==> src/rtl/gpu_pkg.sv <==
// Shared definitions for the GPU text-mode command sequencer.
package gpu_pkg;

    // Default screen geometry and RAM sizing.
    localparam int        COLS_DEF = 40;
    localparam int        ROWS_DEF = 25;
    localparam int        AW_DEF   = 12;
    localparam logic [7:0] FILL_DEF = 8'h00;

    // Cursor register widths, fixed by the cur_x / cur_y ports.
    localparam int XW = 6;
    localparam int YW = 5;

    // Text-mode opcodes.
    localparam logic [15:0] OP_INIT = 16'h00C0;
    localparam logic [15:0] OP_PUT  = 16'h00C1;
    localparam logic [15:0] OP_BS   = 16'h00C2;
    localparam logic [15:0] OP_SETY = 16'h00C3;
    localparam logic [15:0] OP_SETX = 16'h00C4;
    localparam logic [15:0] OP_CLS  = 16'h00C5;
    localparam logic [15:0] OP_NL   = 16'h00C6;

    // Sequencer states.
    typedef enum logic [1:0] {
        ST_IDLE,
        ST_DECODE,
        ST_WRITE,
        ST_CLEAR
    } state_e;

    // Cursor update requests, one per cycle.
    typedef enum logic [2:0] {
        CUR_NONE,
        CUR_INC,
        CUR_DEC,
        CUR_NL,
        CUR_SETX,
        CUR_SETY,
        CUR_ZERO
    } cur_op_e;

endpackage

==> src/rtl/gpu_cursor.sv <==
// Text cursor: holds column/row, applies one update per cycle and
// exposes the linear display-RAM pointer for the current cell.
module gpu_cursor
    import gpu_pkg::*;
#(
    parameter int COLS = COLS_DEF,
    parameter int ROWS = ROWS_DEF,
    parameter int AW   = AW_DEF
) (
    input  logic          clk,
    input  logic          clr,
    input  cur_op_e       cur_op_i,
    input  logic [15:0]   set_val_i,
    output logic [XW-1:0] cur_x_o,
    output logic [YW-1:0] cur_y_o,
    output logic [AW-1:0] ptr_o,
    output logic          at_origin_o
);

    localparam logic [XW-1:0] X_MAX = XW'(COLS - 1);
    localparam logic [YW-1:0] Y_MAX = YW'(ROWS - 1);

    logic [XW-1:0] x_q, x_d;
    logic [YW-1:0] y_q, y_d;

    // Next cursor position for the requested update.
    always_comb begin
        // NOTE: every variable gets a default first so no path leaves it unassigned and infers a latch.
        x_d = x_q;
        y_d = y_q;
        unique case (cur_op_i)
            CUR_INC: begin
                if (x_q == X_MAX) begin
                    x_d = '0;
                    y_d = (y_q == Y_MAX) ? '0 : y_q + 1'b1;
                end else begin
                    x_d = x_q + 1'b1;
                end
            end
            CUR_DEC: begin
                if (x_q != '0) begin
                    x_d = x_q - 1'b1;
                end else if (y_q != '0) begin
                    x_d = X_MAX;
                    y_d = y_q - 1'b1;
                end
            end
            CUR_NL: begin
                x_d = '0;
                y_d = (y_q == Y_MAX) ? '0 : y_q + 1'b1;
            end
            CUR_SETX: x_d = (set_val_i > 16'(COLS - 1)) ? X_MAX : set_val_i[XW-1:0];
            CUR_SETY: y_d = (set_val_i > 16'(ROWS - 1)) ? Y_MAX : set_val_i[YW-1:0];
            CUR_ZERO: begin
                x_d = '0;
                y_d = '0;
            end
            default: ;
        endcase
    end

    // Cursor registers with synchronous reset to the origin.
    always_ff @(posedge clk) begin
        // NOTE: sequential state uses non-blocking assignments so every register samples pre-edge values.
        if (clr) begin
            x_q <= '0;
            y_q <= '0;
        end else begin
            x_q <= x_d;
            y_q <= y_d;
        end
    end

    // The 40-column screen uses the shift-add form y*32 + y*8 + x.
    if (COLS == 40) begin : g_ptr_shift
        assign ptr_o = (AW'(y_q) << 5) + (AW'(y_q) << 3) + AW'(x_q);
    end else begin : g_ptr_mul
        assign ptr_o = AW'(y_q) * AW'(COLS) + AW'(x_q);
    end

    assign cur_x_o     = x_q;
    assign cur_y_o     = y_q;
    assign at_origin_o = (x_q == '0) && (y_q == '0);

endmodule

==> src/rtl/gpu_text_cmd_seq.sv <==
// Text-mode command sequencer: accepts cmd/param pairs, runs the text
// opcodes as display-RAM writes and yields the RAM port to scan-out.
module gpu_text_cmd_seq
    import gpu_pkg::*;
#(
    parameter int         COLS = COLS_DEF,
    parameter int         ROWS = ROWS_DEF,
    parameter int         AW   = AW_DEF,
    parameter logic [7:0] FILL = FILL_DEF
) (
    input  logic          clk,
    input  logic          clr,
    input  logic          cmd_valid,
    output logic          cmd_ready,
    input  logic [15:0]   cmd,
    input  logic [15:0]   param,
    input  logic          scan_req,
    input  logic [AW-1:0] scan_addr,
    output logic [AW-1:0] mem_addr,
    output logic [7:0]    mem_wdata,
    output logic          mem_we,
    output logic [XW-1:0] cur_x,
    output logic [YW-1:0] cur_y,
    output logic          busy
);

    localparam logic [AW-1:0] LAST_ADDR = AW'(COLS * ROWS - 1);

    state_e        state_q, state_d;
    logic [15:0]   op_q, op_d;
    logic [15:0]   param_q, param_d;
    logic [7:0]    wdata_q, wdata_d;
    logic [AW-1:0] cnt_q, cnt_d;

    cur_op_e       cur_op;
    logic [AW-1:0] ptr;
    logic          at_origin;
    logic [AW-1:0] waddr;
    logic          we;

    gpu_cursor #(
        .COLS (COLS),
        .ROWS (ROWS),
        .AW   (AW)
    ) u_cursor (
        .clk         (clk),
        .clr         (clr),
        .cur_op_i    (cur_op),
        .set_val_i   (param_q),
        .cur_x_o     (cur_x),
        .cur_y_o     (cur_y),
        .ptr_o       (ptr),
        .at_origin_o (at_origin)
    );

    // Next-state, cursor request and write-port control.
    always_comb begin
        state_d = state_q;
        op_d    = op_q;
        param_d = param_q;
        wdata_d = wdata_q;
        cnt_d   = cnt_q;
        cur_op  = CUR_NONE;
        waddr   = ptr;
        we      = 1'b0;

        unique case (state_q)
            ST_IDLE: begin
                if (cmd_valid) begin
                    op_d    = cmd;
                    param_d = param;
                    state_d = ST_DECODE;
                end
            end

            ST_DECODE: begin
                state_d = ST_IDLE;
                case (op_q)
                    OP_INIT: begin
                        // A zero operand is a text-mode init, i.e. a clear.
                        if (param_q == '0) begin
                            cnt_d   = '0;
                            wdata_d = FILL;
                            state_d = ST_CLEAR;
                        end
                    end
                    OP_PUT: begin
                        wdata_d = param_q[7:0];
                        state_d = ST_WRITE;
                    end
                    OP_BS: begin
                        // Step back now so the WRITE cycle targets the new cell.
                        if (!at_origin) begin
                            cur_op  = CUR_DEC;
                            wdata_d = FILL;
                            state_d = ST_WRITE;
                        end
                    end
                    OP_SETY: cur_op = CUR_SETY;
                    OP_SETX: cur_op = CUR_SETX;
                    OP_CLS: begin
                        cnt_d   = '0;
                        wdata_d = FILL;
                        state_d = ST_CLEAR;
                    end
                    OP_NL:   cur_op = CUR_NL;
                    default: ;
                endcase
            end

            ST_WRITE: begin
                if (!scan_req) begin
                    we      = 1'b1;
                    state_d = ST_IDLE;
                    if (op_q == OP_PUT) begin
                        cur_op = CUR_INC;
                    end
                end
            end

            ST_CLEAR: begin
                waddr = cnt_q;
                if (!scan_req) begin
                    we = 1'b1;
                    if (cnt_q == LAST_ADDR) begin
                        cur_op  = CUR_ZERO;
                        state_d = ST_IDLE;
                    end else begin
                        cnt_d = cnt_q + 1'b1;
                    end
                end
            end

            default: state_d = ST_IDLE;
        endcase
    end

    // Sequencer registers; reset aborts any operation in progress.
    always_ff @(posedge clk) begin
        if (clr) begin
            state_q <= ST_IDLE;
            op_q    <= '0;
            param_q <= '0;
            wdata_q <= '0;
            cnt_q   <= '0;
        end else begin
            state_q <= state_d;
            op_q    <= op_d;
            param_q <= param_d;
            wdata_q <= wdata_d;
            cnt_q   <= cnt_d;
        end
    end

    // Scan-out owns the address whenever it asks; writes are already gated off then.
    assign mem_addr  = scan_req ? scan_addr : waddr;
    assign mem_we    = we;
    assign mem_wdata = wdata_q;
    assign cmd_ready = (state_q == ST_IDLE);
    assign busy      = (state_q != ST_IDLE);

endmodule
==> config.mk <==
export PLATFORM = sky130hd
export DESIGN_NAME = gpu_text_cmd_seq
export DESIGN_NICKNAME = d
export VERILOG_FILES = /design/src/rtl/gpu_pkg.sv /design/src/rtl/gpu_cursor.sv /design/src/rtl/gpu_text_cmd_seq.sv
export SDC_FILE = /design/constraint.sdc
export NUM_CORES = 1
export LEC_CHECK = 0
export BUFFER_PORTS_ARGS = -buffer_cell sky130_fd_sc_hd__buf_2
export CELL_PAD_IN_SITES_DETAIL_PLACEMENT = 1
export CELL_PAD_IN_SITES_GLOBAL_PLACEMENT = 1
export CORE_MARGIN = 4
export CORE_UTILIZATION = 35
export DETAILED_ROUTE_END_ITERATION = 12
export PLACE_DENSITY_LB_ADDON = 0.08
export SLEW_MARGIN = 0
export SYNTH_ARGS = -nofsm -noshare
export SYNTH_HDL_FRONTEND = slang
export SYNTH_SLANG_ARGS = --single-unit
==> constraint.sdc <==
create_clock -name clk -period 2.6 [get_ports clk]
set_clock_uncertainty 0.1 [all_clocks]
set_input_delay 0.26 -clock clk [delete_from_list [all_inputs] [get_ports clk]]
set_output_delay 0.26 -clock clk [all_outputs]
set_load 0.02 [all_outputs]
* Word level (Yosys, flattened, before mapping)
Cells that the tools add are included.
W data, S select, Z words.
** Word-level totals
- Flip-flop bits (word level) :: 65
- Input bits :: 48
- Output and inout port bits :: 34
- Logic and storage cells :: 106
** Cells by class
- Add/sub/neg operators :: 7
- $lt $le $gt $ge :: 2
- Eq/ne operators :: 32
- Multiplexer cells :: 38
- Reduce and logical (&&, ||, !) cells :: 20
** Operators by type and width (count)
- $eq A16 B8 Y1 const B :: 7
- $mux W12 :: 5
- $pmux W12 S2 :: 2
- $pmux W8 S4 :: 1
- $mux W5 :: 5
- $pmux W5 S5 :: 1
- $mux W6 :: 4
- $pmux W6 S4 :: 1
- $gt A16 B5 Y1 const B :: 1
- $gt A16 B6 Y1 const B :: 1
- $logic_not A16 Y1 :: 1
- $mux W8 :: 2
- $ne A2 B2 Y1 const B :: 8
- $pmux W2 S4 :: 2
- $mux W2 :: 7
- $add A12 B1 Y12 const B :: 1
- $add A12 B6 Y12 :: 1
- $eq A12 B10 Y1 const B :: 1
- $pmux W3 S4 :: 1
- $reduce_and A4 Y1 :: 3
- $add A10 B8 Y11 :: 1
- $reduce_bool A5 Y1 :: 2
- $eq A3 B3 Y1 const B :: 3
- $pmux W3 S3 :: 1
- other kinds (25) :: 37

* Depth between registers and ports, before layout
- Depth in word-level cells :: 9
- Gate-level depth with buffers :: 10
- Depth with buffers taken out :: 9

* Cells and area by module
From an unflattened synthesis, not the netlist that was laid out.
** Second synthesis, totals
- Cell total of the unflattened synthesis :: 535
- Area, all modules :: 4221.5 um^2
** Modules (own cells, without submodules)
- gpu_text_cmd_seq :: instances 1, cells an instance 337, area an instance 2628.8 um^2, sequential area each 1081.0 um^2
- gpu_cursor :: instances 1, cells an instance 198, area an instance 1592.8 um^2, sequential area each 220.2 um^2

* Least setup slack after synthesis
No wires, ideal clock.
- Path type :: flip-flop to output port
- Start point :: register u_cursor.y_q[0] (netlist: u_cursor.cur_y_o[0])
- End point :: output port mem_addr[10]
- Arrival :: 2.405 ns
- Required time :: 2.240 ns
- Slack :: -0.165 ns
- Cell stages (with the launch flop) :: 10
- Path buffers :: 0
- Path through :: dfxtp_1 ha_1 fa_1 xor2_1 nand2_1 nor2_1 a31oi_1 o211ai_1 o21ai_0 o21ai_0
** On the way
- Longest elaborated chain between the ends :: 4
** Ends and longest elaborated chain
- start, declared :: RTL line gpu_cursor.sv:24 : logic [YW-1:0] y_q, y_d;
- start signal, assigned :: RTL line gpu_cursor.sv:70 : y_q <= y_d;
- $add A10 B8 Y11 :: RTL line gpu_cursor.sv:76 : assign ptr_o = (AW'(y_q) << 5) + (AW'(y_q) << 3) + AW'(x_q);
- $add A12 B6 Y12 :: RTL line gpu_cursor.sv:76
- $mux W12 :: RTL line gpu_text_cmd_seq.sv:67 : unique case (state_q)
- $mux W12 :: RTL line gpu_text_cmd_seq.sv:156 : assign mem_addr = scan_req ? scan_addr : waddr;
- end, declared :: RTL line gpu_text_cmd_seq.sv:19 : output logic [AW-1:0] mem_addr,
Every way passes these cells.

* Final worst setup path
- Start point :: register u_cursor.y_q[3] (netlist: u_cursor.cur_y_o[3])
- End point :: output port mem_addr[9]
The elaborated chain is that of the path after synthesis.

==> results <==
- The number of distinct library cell variants in the gate-level netlist after synthesis is a little over 60.
- The proportion of layout cells with a drive suffix above 1 is between 30% and 40%.
- The final net count is a little over 700.
- The top flip-flop cell by instance count after synthesis is sky130_fd_sc_hd__dfxtp_1.
- Adding up every negative setup slack in the final design gives -0.579 ns.
- The count of flip-flops with a built-in enable after synthesis is 0.
- Global routing consumed, on the met1 layer, between 20% and 30% of the routing resources.
- The number of global-route vias before repair was about 4500.
- The initial utilization of the core area, before any placement, comes to between 30 and 40%.
- The total number of H-tree levels is 3.
- In the final layout, flip-flops and latches occupy between 1000 and 1500 um2.
- The final layout contains routed wiring with a total length of 14000 um.
- The maximum resistive drop on vdd is between 0.3 and 0.4 mV.
- The fraction of the core area covered by cells at the end of the flow is between 40% and 50%.
- The number of cells traversed by the worst register-to-register path is 11.
- The average wire per standard cell is roughly 17 um.
- The number of antenna violations at the first check in global routing was 0.
- The multi-input combinational cells in the finished layout cover a total of about 2900 um2.
- Summed over all cells, the static leakage comes to between 2 and 2.5 nW.
- The register clock-pin slew on the reported worst setup and hold paths is about 0.050 ns.
- The area of the die is ~14000 um2.
- Setup slack on the worst reg-to-reg path comes out at 0 ns.
- Of the synthesized area, sequential elements account for around a third.
- The endpoint identified for the worst register-to-register timing path is u_cursor.cur_y_o[0].
- The worst slew slack as a fraction of its limit is 51.9%.
- TritonCTS built the clock tree.
- The number of maximum-capacitance constraint violations is 0.
- The commonest cells after synthesis are sky130_fd_sc_hd__nand2_1 (91), sky130_fd_sc_hd__dfxtp_1 (65), sky130_fd_sc_hd__a21oi_1 (52).
- The launch instance of the worst min-delay path is cmd[4].
- In this run the most used layer during global routing was met2.
- The number of iterations in the first detailed-routing pass is 4.
- The checks that failed: negative setup slack.
- Once detailed placement completed, the half-perimeter wirelength came to approximately 10000 um.
- The maximum fanout along the worst path is 5.
- In the routed layout, each cell is associated on average with a via count of between 5 and 6.
- The measured slew at the worst slew-check pin is between 0.7 and 0.8 ns.
- The core region area is between 10000 and 15000 um2.
- During I/O placement, the number of pins put on the boundary was 82.
- Routability-driven placement finished with a final weighted congestion of a little under 0.9.
- The number of non-filler instances in the completed layout is 809.
- For this run, global-route usage on met2 was measured as a little over a third.
- The area growth from synthesis to layout is 37.3%.
- For hold timing, the worst endpoint is op_q[4].
- The row count is 39.
- sky130_fd_sc_hd__dfxtp_1 takes more of the synthesized area than any other cell.
- In this run the remaining antenna-violating nets after routing total 0.
- The total power is roughly 0.0024 W.
- The number of synthesized register bits is 65.
- The largest net degree at the start of global routing is 34.
- The run finished, with violations left.
- The later-pin clock latency in the skew report is roughly 0.34 ns.
- Data on the critical path is required at its endpoint by between 2 and 2.5 ns.
- The number of slew-limit violations in the final report is 0.
- Setup repair after global routing could not meet its margin everywhere.
- Counting every net in the synthesized netlist gives around 600.
- The cell with the most instances after synthesis is sky130_fd_sc_hd__nand2_1.
- The smallest clock period supported by the final layout is computed as about 2.8 ns.
- The global-route usage over all layers is between 20% and 30%.
- The fill cell instance count of the final layout is approximately 1400.
- The floorplan step set the die width to approximately 120 um.
- The routed via count is about 4400.
- The critical setup path kind is reg2out.
- The tree is rooted in a sky130_fd_sc_hd__clkbuf_16.
- The longest clock path from root to sink contains 2 buffers.
- The number of warnings reported in the yosys synthesis log is 0.
- The endpoint type of the worst setup path is a primary output.
- Once placement completed, the tool counted placed cells totaling between 700 and 800.
- The global-route wire length before repair is roughly 22000 um.
- The number of clock sinks is 65.
- Setup violations remaining at the end of the flow were counted as 6.
- The category of the worst setup path launch point is a flop.
- The worst hold path passes through 3 cells.
- The vertical extent of the die is 117 um.
- Static timing analysis puts the maximum clock frequency at ~0.36 GHz.
- The residual DRC count is 0.
- The repair_antennas step left the layout with diodes totalling 0.
- The startpoint of the most critical register-to-register path is u_cursor.cur_y_o[0].
- The arrival time at the worst endpoint is ~2.4 ns.
- For this run, asynchronously set or reset flops after synthesis account for 0%.
- The cell count after synthesis is ~540.
- The global-route track usage on met3 is roughly 4.8%.
- The violation count after the first detailed-route iteration is about 220.
- After synthesis, the mean cell area works out to approximately 7.7 um2.
- The power density over the cells is 427 nW/um2.
- The area share of the leading cell type in the synthesized netlist is 31.5%.
- The final critical-path setup slack is -0.204 ns.
- Prior to clock tree synthesis, the placed netlist has a worst setup slack of -0.0734 ns.
- The period utilization is 108%.
- During placement, the flow inserted port buffers numbering between 80 and 90.
- The hold buffer count at CTS is 0.
- After synthesis the cells add up to 4130 um2.
- The sum of overflow across all layers after global routing is 0.
- The path category of the worst min-delay check is in2reg.
- The final hold violation count is 0.
- Clock tree synthesis inserted a total of 9 buffers.
- By area the synthesized netlist is led by sky130_fd_sc_hd__dfxtp_1 (31%), sky130_fd_sc_hd__nand2_1 (8.3%), sky130_fd_sc_hd__a21oi_1 (6.3%).
[metal layers]
metal	part of all wire, %	vias up
li1	-	2162
met1	44	2134
met2	48	113
met3	4.9	24
met4	2.5	0
met5	0	-
[stage by stage]
| stage | instance area [um2] | hold slack (ns) |
|---|---|---|
| finish | 5670 | 0.0600 |
| global route | 5670 | 0.0558 |
| CTS | 5420 | 0.0509 |
| detailed placement | 5000 | 0.351 |
| global placement | 5000 | 0.345 |
| floorplan | 4140 | 0.296 |
[how the worst max path moves through the flow]
stage / slack [ns] / cells past startpoint / to / start
2_1_floorplan: 0.06 / 9 / mem_addr[10] / u_cursor.cur_y_o[2]
3_3_place_gp: 0.03 / 10 / cnt_q[11] / param_q[6]
3_5_place_dp: -0.07 / 10 / u_cursor.cur_y_o[0] / u_cursor.cur_y_o[0]
4_1_cts: -0.18 / 8 / mem_addr[9] / u_cursor.cur_y_o[0]
5_1_grt: -0.26 / 11 / mem_addr[8] / u_cursor.cur_y_o[0]
6_report: -0.20 / 9 / mem_addr[9] / u_cursor.cur_y_o[3]
[cell type report]
class                      instances  area share (%)
multi-input combinational        427            50.9
tap                              143            3.15
clock inverter                     5           0.573
timing repair buffer             148            17.2
clock buffer                      10            4.21
inverter                          11           0.772
sequential                        65            23.2
[flip-flops by register name (all words and copies together) (netlist names)]
name and flops:
cnt_q 12, mem_wdata 8, op_q 16, param_q 16, state_q 2, u_cursor.cur_x_o 6, u_cursor.cur_y_o 5
[cell usage in the layout (no fill, tap or decap), drive strengths merged, types with 3 or more instances in the layout]
| cell type | count |
|---|---|
| buf | 148 |
| nand2 | 91 |
| dfxtp | 65 |
| a21oi | 52 |
| nor2 | 51 |
| o21ai | 21 |
| nand3 | 17 |
| xnor2 | 16 |
| nor3b | 14 |
| nor4 | 14 |
| ha | 13 |
| a31oi | 11 |
| inv | 11 |
| nor3 | 10 |
| clkbuf | 10 |
| a31o | 9 |
| a21o | 8 |
| nand4 | 7 |
| xor2 | 7 |
| and3 | 7 |
| nor2b | 6 |
| mux2 | 6 |
| nand3b | 5 |
| nor4b | 5 |
| clkinv | 5 |
| o211ai | 4 |
| mux2i | 4 |
| nand2b | 4 |
| a211oi | 4 |
| o32ai | 4 |
| or3 | 4 |
| and2 | 4 |
| or2 | 3 |
| or4 | 3 |
[kinds of logic (layout without fill, tap and decap cells)]
logic type	count (synthesis)	count (layout)	share of synthesized area, %
XOR/XNOR	23	23	4.87
buffers and inverters	47	174	4.54
AND/OR/NAND/NOR	252	252	32.4
multiplexers	10	10	2.60
AO/OA/AOI/OAI	127	127	19.2
adder cells (fa/ha/maj)	15	15	4.90
flip-flops	65	65	31.5
[critical path, cell delays in order (launching register included)]
cell	delay (ns)
sky130_fd_sc_hd__dfxtp_2	0.42
sky130_fd_sc_hd__ha_1	0.27
sky130_fd_sc_hd__a21o_1	0.17
sky130_fd_sc_hd__a21oi_2	0.23
sky130_fd_sc_hd__xnor2_2	0.16
sky130_fd_sc_hd__nand3b_1	0.13
sky130_fd_sc_hd__xor2_1	0.21
sky130_fd_sc_hd__a21oi_1	0.09
sky130_fd_sc_hd__mux2_4	0.28
sky130_fd_sc_hd__buf_6	0.13
[timing repair]
item | CTS | global route
setup buffers | 5 | 7
setup endpoints to repair | 8 | 19
pin swaps | 9 | 16
resized for setup | 32 | 36
[where the power goes]
group          leakage, nW  internal (W)  switching, W
clock network        0.138      0.000662      0.000438
registers            0.533       0.00102     0.0000245
logic                 1.75      0.000120      0.000152
total                 2.42       0.00181      0.000615
Power figures use the tool's default switching activity.
